File: config.mk
export PLATFORM = sky130hd
export DESIGN_NAME = mod_counter_chain_flat
export DESIGN_NICKNAME = d
export VERILOG_FILES = /design/src/rtl/counter_pkg.sv /design/src/rtl/mod_counter_chain_if.sv /design/src/rtl/mod_digit.sv /design/src/rtl/mod_counter_chain.sv /design/src/flat_wrapper.sv
export SDC_FILE = /design/constraint.sdc
export NUM_CORES = 1
export LEC_CHECK = 0
export ABC_CLOCK_PERIOD_IN_PS = 2350
export BUFFER_PORTS_ARGS = -buffer_cell sky130_fd_sc_hd__buf_4
export CORE_ASPECT_RATIO = 0.9
export CORE_MARGIN = 2
export CORE_UTILIZATION = 50
export CTS_BUF_LIST = sky130_fd_sc_hd__clkbuf_8
export DETAILED_ROUTE_END_ITERATION = 12
export PLACE_DENSITY_LB_ADDON = 0.08
export SETUP_SLACK_MARGIN = 0.4
export SLEW_MARGIN = 0
export SYNTH_ARGS = -nofsm -noshare
export SYNTH_HDL_FRONTEND = slang
export SYNTH_SLANG_ARGS = --single-unit
File: constraint.sdc
create_clock -name clk -period 2.35 [get_ports clk]
set_input_delay 0.47 -clock clk [delete_from_list [all_inputs] [get_ports clk]]
set_output_delay 0.47 -clock clk [all_outputs]
set_load 0.005 [all_outputs]
File: src/rtl/counter_pkg.sv
// Shared constants, digit type and clamp helper for the modulo digit counter chain.
package counter_pkg;

    localparam int unsigned DIGIT_W_DEF = 4;
    localparam int unsigned DIGIT_W_MAX = 8;
    localparam logic [7:0]  MOD_60      = {4'd6, 4'd10};

    typedef logic [DIGIT_W_MAX-1:0] digit_t;

    // A modulus field of 0 wraps the subtraction to all-ones, which encodes 2**DIGIT_W.
    function automatic digit_t clamp_digit(input digit_t val, input digit_t modulus);
        digit_t max_v;
        max_v = modulus - digit_t'(1);
        return (val > max_v) ? max_v : val;
    endfunction

endpackage

File: src/rtl/mod_counter_chain_if.sv
// Control and status bundle of the counter chain; W is NUM_DIGITS*DIGIT_W.
interface mod_counter_chain_if #(
    parameter int unsigned W = 8
) ();

    logic         en;
    logic         up_dn;
    logic         load;
    logic [W-1:0] load_val;
    logic [W-1:0] count;
    logic         co;
    logic         wrap;
    logic         load_err;

    modport master (
        output en, up_dn, load, load_val,
        input  count, co, wrap, load_err
    );

    modport slave (
        input  en, up_dn, load, load_val,
        output count, co, wrap, load_err
    );

endinterface

File: src/rtl/mod_digit.sv
// One modulo-M digit: load with clamp, step up/down with wrap, exposes its next value.
module mod_digit
    import counter_pkg::*;
#(
    parameter int unsigned DIGIT_W = DIGIT_W_DEF
) (
    input  logic               clk,
    input  logic               rst_n,
    input  logic               step,
    input  logic               up_dn,
    input  logic               load,
    input  logic [DIGIT_W-1:0] load_val,
    input  logic [DIGIT_W-1:0] modulus,
    output logic [DIGIT_W-1:0] q,
    output logic [DIGIT_W-1:0] q_nxt_c,
    output logic               at_max,
    output logic               at_zero,
    output logic               clamped
);

    logic [DIGIT_W-1:0] max_c;
    logic [DIGIT_W-1:0] ld_c;

    assign max_c   = modulus - DIGIT_W'(1);
    assign ld_c    = DIGIT_W'(clamp_digit(digit_t'(load_val), digit_t'(modulus)));
    assign at_max  = (q == max_c);
    assign at_zero = (q == '0);
    assign clamped = (ld_c != load_val);

    // Load has priority; a step only happens when the lower digits enable it.
    always_comb begin
        q_nxt_c = q;
        if (load) begin
            q_nxt_c = ld_c;
        end else if (step) begin
            if (up_dn) begin
                q_nxt_c = at_max ? '0 : q + DIGIT_W'(1);
            end else begin
                q_nxt_c = at_zero ? max_c : q - DIGIT_W'(1);
            end
        end
    end

    always_ff @(posedge clk or negedge rst_n) begin
        if (!rst_n) begin
            q <= '0;
        end else begin
            q <= q_nxt_c;
        end
    end

endmodule

File: src/rtl/mod_counter_chain.sv
// Cascade of modulo digit counters with terminal-count, wrap and load-clamp flags.
module mod_counter_chain
    import counter_pkg::*;
#(
    parameter int unsigned                   NUM_DIGITS = 2,
    parameter int unsigned                   DIGIT_W    = DIGIT_W_DEF,
    parameter logic [NUM_DIGITS*DIGIT_W-1:0] MODULI     = MOD_60
) (
    input  logic               clk,
    input  logic               rst,
    mod_counter_chain_if.slave bus
);

    localparam int unsigned W = NUM_DIGITS * DIGIT_W;

    logic [NUM_DIGITS:0]   step;
    logic [NUM_DIGITS-1:0] at_max;
    logic [NUM_DIGITS-1:0] at_zero;
    logic [NUM_DIGITS-1:0] clamped;
    logic [NUM_DIGITS-1:0] nxt_max;
    logic [NUM_DIGITS-1:0] nxt_zero;
    logic [W-1:0]          count_q;
    logic                  co_q;
    logic                  wrap_q;
    logic                  load_err_q;

    assign step[0] = bus.en & ~bus.load;

    // step[k+1] is the carry/borrow out of digit k; step[NUM_DIGITS] wraps the chain.
    for (genvar k = 0; k < NUM_DIGITS; k++) begin : g_digit
        localparam logic [DIGIT_W-1:0] MOD_K = MODULI[k*DIGIT_W +: DIGIT_W];
        localparam logic [DIGIT_W-1:0] MAX_K = MOD_K - DIGIT_W'(1);

        logic [DIGIT_W-1:0] q_nxt;

        mod_digit #(
            .DIGIT_W (DIGIT_W)
        ) u_digit (
            .clk      (clk),
            .rst_n    (rst),
            .step     (step[k]),
            .up_dn    (bus.up_dn),
            .load     (bus.load),
            .load_val (bus.load_val[k*DIGIT_W +: DIGIT_W]),
            .modulus  (MOD_K),
            .q        (count_q[k*DIGIT_W +: DIGIT_W]),
            .q_nxt_c  (q_nxt),
            .at_max   (at_max[k]),
            .at_zero  (at_zero[k]),
            .clamped  (clamped[k])
        );

        assign step[k+1]   = step[k] & (bus.up_dn ? at_max[k] : at_zero[k]);
        assign nxt_max[k]  = (q_nxt == MAX_K);
        assign nxt_zero[k] = (q_nxt == '0);
    end

    // co looks at the value being registered, so it follows loads and direction changes.
    always_ff @(posedge clk or negedge rst) begin
        if (!rst) begin
            co_q       <= 1'b0;
            wrap_q     <= 1'b0;
            load_err_q <= 1'b0;
        end else begin
            co_q       <= bus.up_dn ? (&nxt_max) : (&nxt_zero);
            wrap_q     <= step[NUM_DIGITS];
            load_err_q <= bus.load & (|clamped);
        end
    end

    assign bus.count    = count_q;
    assign bus.co       = co_q;
    assign bus.wrap     = wrap_q;
    assign bus.load_err = load_err_q;

endmodule

File: src/flat_wrapper.sv
// flat-port wrapper written by rule: the top's interface ports become plain ports
module mod_counter_chain_flat import counter_pkg::*;
#(
    parameter int unsigned                   NUM_DIGITS = 2,
    parameter int unsigned                   DIGIT_W    = DIGIT_W_DEF,
    parameter logic [NUM_DIGITS*DIGIT_W-1:0] MODULI     = MOD_60
)
  (clk, rst, bus_en, bus_up_dn, bus_load, bus_load_val, bus_count, bus_co, bus_wrap, bus_load_err);
  mod_counter_chain_if #(.W(8)) bus_i ();
  input  logic clk;
  input  logic rst;
  input wire logic [$bits(bus_i.en)-1:0] bus_en;
  input wire logic [$bits(bus_i.up_dn)-1:0] bus_up_dn;
  input wire logic [$bits(bus_i.load)-1:0] bus_load;
  input wire logic [$bits(bus_i.load_val)-1:0] bus_load_val;
  output wire logic [$bits(bus_i.count)-1:0] bus_count;
  output wire logic [$bits(bus_i.co)-1:0] bus_co;
  output wire logic [$bits(bus_i.wrap)-1:0] bus_wrap;
  output wire logic [$bits(bus_i.load_err)-1:0] bus_load_err;
  assign bus_i.en = bus_en;
  assign bus_i.up_dn = bus_up_dn;
  assign bus_i.load = bus_load;
  assign bus_i.load_val = bus_load_val;
  assign bus_count = bus_i.count;
  assign bus_co = bus_i.co;
  assign bus_wrap = bus_i.wrap;
  assign bus_load_err = bus_i.load_err;
  mod_counter_chain #(.NUM_DIGITS(NUM_DIGITS), .DIGIT_W(DIGIT_W), .MODULI(MODULI)) u_core (.clk(clk), .rst(rst), .bus(bus_i));
endmodule
After elaboration in Yosys (flattened, before gate mapping)
Cells that the tools add are included.

Add/subtract/negate cells: 4. $lt $le $gt $ge: 2. Eq/ne operators: 6. Muxes and demuxes: 15. Bitwise logic cells: 5. Reductions and logical operators: 7.

Operators by type and width (count): 2-to-1 mux 4 bit (12); zero test 4 bit (4); adder 4 x 1 -> 4 bit (second input constant) (2); equality test 4 x 3 -> 1 bit (second input constant) (2); equality test 4 bit (second input constant) (2); != test 4 bit (2); subtractor 4 x 1 -> 4 bit (second input constant) (2); bitwise AND 1 bit (4); > comparator 4 x 3 -> 1 bit (second input constant) (1); > comparator 4 bit (second input constant) (1); AND reduction 2 bit (2); 2-to-1 mux 1 bit (3); OR reduction 2 bit (1); NOT 1 bit (1).

Register bits: 11. Input bits: 13. Output and inout port bits: 11.

Logic depth before layout (Yosys ltp)
Depth in word-level cells: 8. Gate-level depth with buffers: 8.

Modules after synthesis
From an unflattened synthesis, not the netlist that was laid out.

Cells, all modules: 186. Area, all modules: 1554.0 um^2.

By module, submodules not included: mod_digit (times used 2, cells each 84, area an instance 690.7 um^2); mod_counter_chain (times used 1, cells each 18, area an instance 172.7 um^2).

Worst setup path after synthesis
Ideal clock, no wire load.

Kind: register -> register. Start: reg u_core.g_digit[0].u_digit.q[2]. End: reg u_core.co_q (netlist: u_core.bus.co). Data arrival time: 1.670 ns. Data required time: 2.217 ns. Setup slack: 0.547 ns. Cell stages (with the launch flop): 8. Path buffers: 1. Clock period less this slack: 1.803 ns. Cells stage by stage: dfrtp_1 -> buf_6 -> nor4b_2 -> o21ai_1 -> a311oi_1 -> o31ai_4 -> mux2i_1 -> nor3_2.

Longest elaborated chain between the ends: 8. Elaborated cells on any way between the ends: 20. Classes of those cells: add/sub: 2; eq/ne: 3; mux: 9; bitwise: 1; reduce/logical: 5.

Ends and longest elaborated chain: start: declaration (line mod_digit.sv:14) `output logic [DIGIT_W-1:0] q,`; start signal: assignment (line mod_digit.sv:48) `q <= q_nxt_c;`; equality test 4 bit or zero test 4 bit (tied branches) (line mod_digit.sv:26, mod_digit.sv:27); 2-to-1 mux 1 bit * (line mod_counter_chain.sv:53) `assign step[k+1] = step[k] & (bus.up_dn ? at_max[k] : at_zero[k]);`; bitwise AND 1 bit * (line mod_counter_chain.sv:53); 2-to-1 mux 4 bit * (line mod_digit.sv:35) `end else if (step) begin`; 2-to-1 mux 4 bit * (line mod_digit.sv:33) `if (load) begin`; via u_core.g_digit[1].q_nxt[2] (line mod_counter_chain.sv:34) `logic [DIGIT_W-1:0] q_nxt;`; equality test 4 x 3 -> 1 bit or zero test 4 bit (tied branches) (line mod_counter_chain.sv:54, mod_counter_chain.sv:55); AND reduction 2 bit (line mod_counter_chain.sv:65) `co_q <= bus.up_dn ? (&nxt_max) : (&nxt_zero);`; 2-to-1 mux 1 bit * (line mod_counter_chain.sv:65); end signal: assignment (line mod_counter_chain.sv:65); end: declaration (line mod_counter_chain.sv:23) `logic co_q;`.

The timed path passes the listed nets; every way through them passes the cells marked *.

Worst setup path after layout
Start: reg u_core.g_digit[0].u_digit.q[3]. End: reg u_core.co_q (netlist: u_core.bus.co).

Same word-level chain as after synthesis.

==> impl_metrics.tcl <==
set metrics [dict create \
    ys.flop_type "dfrtp_1" \
    drt_iter0_drc 29 \
    final_max_slew_viol_count 0 \
    ff2ff_setup_slack_ps 510 \
    wl_per_cell_um 15.5 \
    antenna_found_initial 0 \
    r2r-start "u_core.g_digit[0].u_digit.q[3]" \
    slowest_stage "dfrtp_2" \
    critPathKind "register to register" \
    fmax_mhz 545 \
    slowest_delay_ps 480 \
    pin_count 24 \
    synth-simple-area-share_pct 26.6 \
    critical_path.startpoint "u_core.g_digit[0].u_digit.q[3]" \
    grt_pass1_vias 813 \
    synth-edff-count 0 \
    numCtsBuffers 3 \
    htree_levels 1 \
    dieArea_um2 2200 \
    end_kind "register" \
    synth_top_family_by_area "compound AO/OA/AOI/OAI gates" \
    clk_latency_ps 240 \
    yosysSeqAreaShare_pct 30.0 \
    hold_buffers 0 \
    layout.nets 143 \
    p_leak_nw 0.484 \
    multi_input_area_um2 584 \
    seq_area_um2 283 \
    routed_wl_um 2370 \
    cts_sinks 11 \
    core_area_um2 1700 \
    ys_ff_latch 11 \
    fin_crit_ps 1840 \
    clock_skew_ps 5.12 \
    fin_hold_ws_ps 49.8 \
    port_buffers 23 \
    netlist-cell-type-count 44 \
    critPathRequiredTime_ps 2520 \
    syn_avg_cell_area_um2 8.58 \
    reg2reg_depth 6 \
    total_power_mw 0.652 \
    globalRouteOverflowTotal 0 \
    muxShareOfSynthArea_pct 1.09 \
    finalHoldViolCount 0 \
    num_rows 14 \
    gp_congestion 0.764 \
    ant_nets 0 \
    tightest_slew_ps 482 \
    cp_cell_sequence "and3_1 -> o2111a_1 -> a211oi_2 -> and4_1 -> mux2i_1 -> nor3_2" \
    drv_cap 0 \
    setup_viol 0 \
    drive_gt1_share_pct 34.9 \
    slew_headroom_pct 67.5 \
    start_kind "register" \
    drtPass1Iterations 5 \
    n_antenna_cell 0 \
    rr_endpoint "u_core.bus.co" \
    drc 0 \
    synth_compound_area_share_pct 29.2 \
    finalSetupTns_ps 0 \
    syn_to_final_growth_pct 26.7 \
    placed_cells 144 \
    cp_max_fo 12 \
    ys_warn_count 0 \
    ys_async_sr_fraction_pct 100 \
    synth_fa_ha_area_share_pct 0 \
    grt.total_usage_pct 23.2 \
    grt_max_degree 26 \
    min_period_over_period_pct 78.1 \
    final_cells 153 \
    min-delay-path-class "input pin to asynchronous set/reset pin" \
    via_per_inst 6.18 \
    die_y_um 44.7 \
    start_util_pct 54.1 \
    num-fill-cells 145 \
    syn_area_um2 918 \
    grt_setup_unrepaired "false" \
    synth-xor-area-share_pct 4.77 \
    cts_tree "done" \
    place_hpwl_um 1490 \
    grt_pass1_wl_um 3820 \
    vias 945 \
    peakVddDrop_uv 485 \
    powerDensity_nw_per_um2 560 \
    clockBufferDepth 2 \
    syn_inst 107 \
    arrival_ps 2000 \
    die_width_um 49.2 \
    outcome "finished, final reports clean" \
    syn_nets 120 \
    cts_root_buf "clkbuf_8" \
    clk_pin_slew_ps 50 \
]
[metal layers]
| metal | track usage (%) | vias up | share of wire [%] |
|---|---|---|---|
| met5 | 0 | - | 0 |
| met4 | 10.9 | 0 | 1.4 |
| met3 | 4.05 | 5 | 6.3 |
| met2 | 34.3 | 43 | 46 |
| met1 | 33.3 | 450 | 46 |
| li1 | - | 447 | - |
[area by class of cell]
class / instances / share of cell area, %
Timing Repair Buffer: 28 / 18.1
Sequential cell: 11 / 24.3
Clock inverter: 1 / 0.323
Inverter: 3 / 0.968
Multi-Input combinational cell: 83 / 50.2
Clock buffer: 3 / 3.55
Tap cell: 24 / 2.58
[synth_stat cells (2+ instances only)]
cell type / count / area [um2]
inv_1: 3 / 11.3
xnor2_1: 4 / 35.0
o21ai_1: 2 / 10.0
and3b_1: 2 / 17.5
o31ai_1: 2 / 15.0
nand2b_1: 3 / 18.8
nor2_1: 8 / 30.0
nand2_1: 2 / 7.51
buf_2: 5 / 25.0
nor2b_1: 2 / 12.5
nor3_1: 2 / 10.0
a31oi_1: 3 / 18.8
or3_1: 4 / 25.0
dfrtp_1: 11 / 275
nand3_1: 6 / 30.0
a21oi_1: 8 / 40.0
nor3_2: 2 / 20.0
a21boi_0: 3 / 22.5
buf_6: 3 / 33.8
o21ai_0: 7 / 35.0
clkbuf_1: 2 / 7.51
[kinds of logic after synthesis]
group / after synthesis
and+or+nand+nor: 39
DFF: 11
AOI/OAI and AO/OA: 38
xor gates and xnor gates: 5
muxes: 1
buffers and inverters: 13
[worst max-delay path: cells and delay by family (launching register included)]
kind / cells / cell delay (ps)
DFF: 1 / 480
muxes: 1 / 90
and+or+nand+nor: 3 / 650
AOI/OAI and AO/OA: 2 / 540
[stage by stage]
step           cell area, um2  util [%]  worst slack [ps]
3_5_place_dp             1050      62.1               249
2_1_floorplan             918         -               547
5_1_grt                  1160      68.5               375
6_report                 1160      68.5               514
3_3_place_gp             1050      62.1               299
4_1_cts                  1100      64.9               454
[state kept, by name (all words and copies together) (netlist names)]
signal	cells
u_core.bus.load_err	1
u_core.bus.wrap	1
u_core.g_digit.u_digit.q	8
u_core.bus.co	1
[worst max-delay path by stage]
stage	to	slack, ps	cells after the start
global placement	u_core.bus.co	300	7
global route	u_core.bus.co	370	6
finish	u_core.bus.co	510	6
CTS	u_core.bus.co	450	6
floorplan	u_core.bus.co	550	7
detailed placement	u_core.bus.co	250	7
[layout by cell type, fill, tap and decap left out, types with 2 or more instances in the layout]
| master | count |
|---|---|
| a21boi_0 | 3 |
| a21oi_1 | 7 |
| a31oi_1 | 3 |
| and3b_1 | 2 |
| buf_4 | 28 |
| clkbuf_8 | 3 |
| dfrtp_1 | 5 |
| dfrtp_2 | 6 |
| inv_1 | 4 |
| nand2_1 | 2 |
| nand2b_1 | 3 |
| nand3_1 | 6 |
| nor2_1 | 8 |
| nor2b_1 | 2 |
| nor3_1 | 2 |
| nor3_2 | 2 |
| o21ai_0 | 7 |
| o21ai_1 | 2 |
| o31ai_1 | 2 |
| or3_1 | 4 |
| xnor2_1 | 4 |
[power breakdown]
group	leakage [nW]	internal [mW]	switching (mW)
clock network	0.0269	0.115	0.0711
registers	0.130	0.210	0.0521
logic	0.326	0.110	0.0941
total	0.484	0.434	0.217
[repair_timing]
action	CTS	global route
endpoints found under the setup margin	1	1
gates cloned	0	0
setup buffers	0	5
gates resized for setup	3	6
Power figures use the tool's default switching activity.
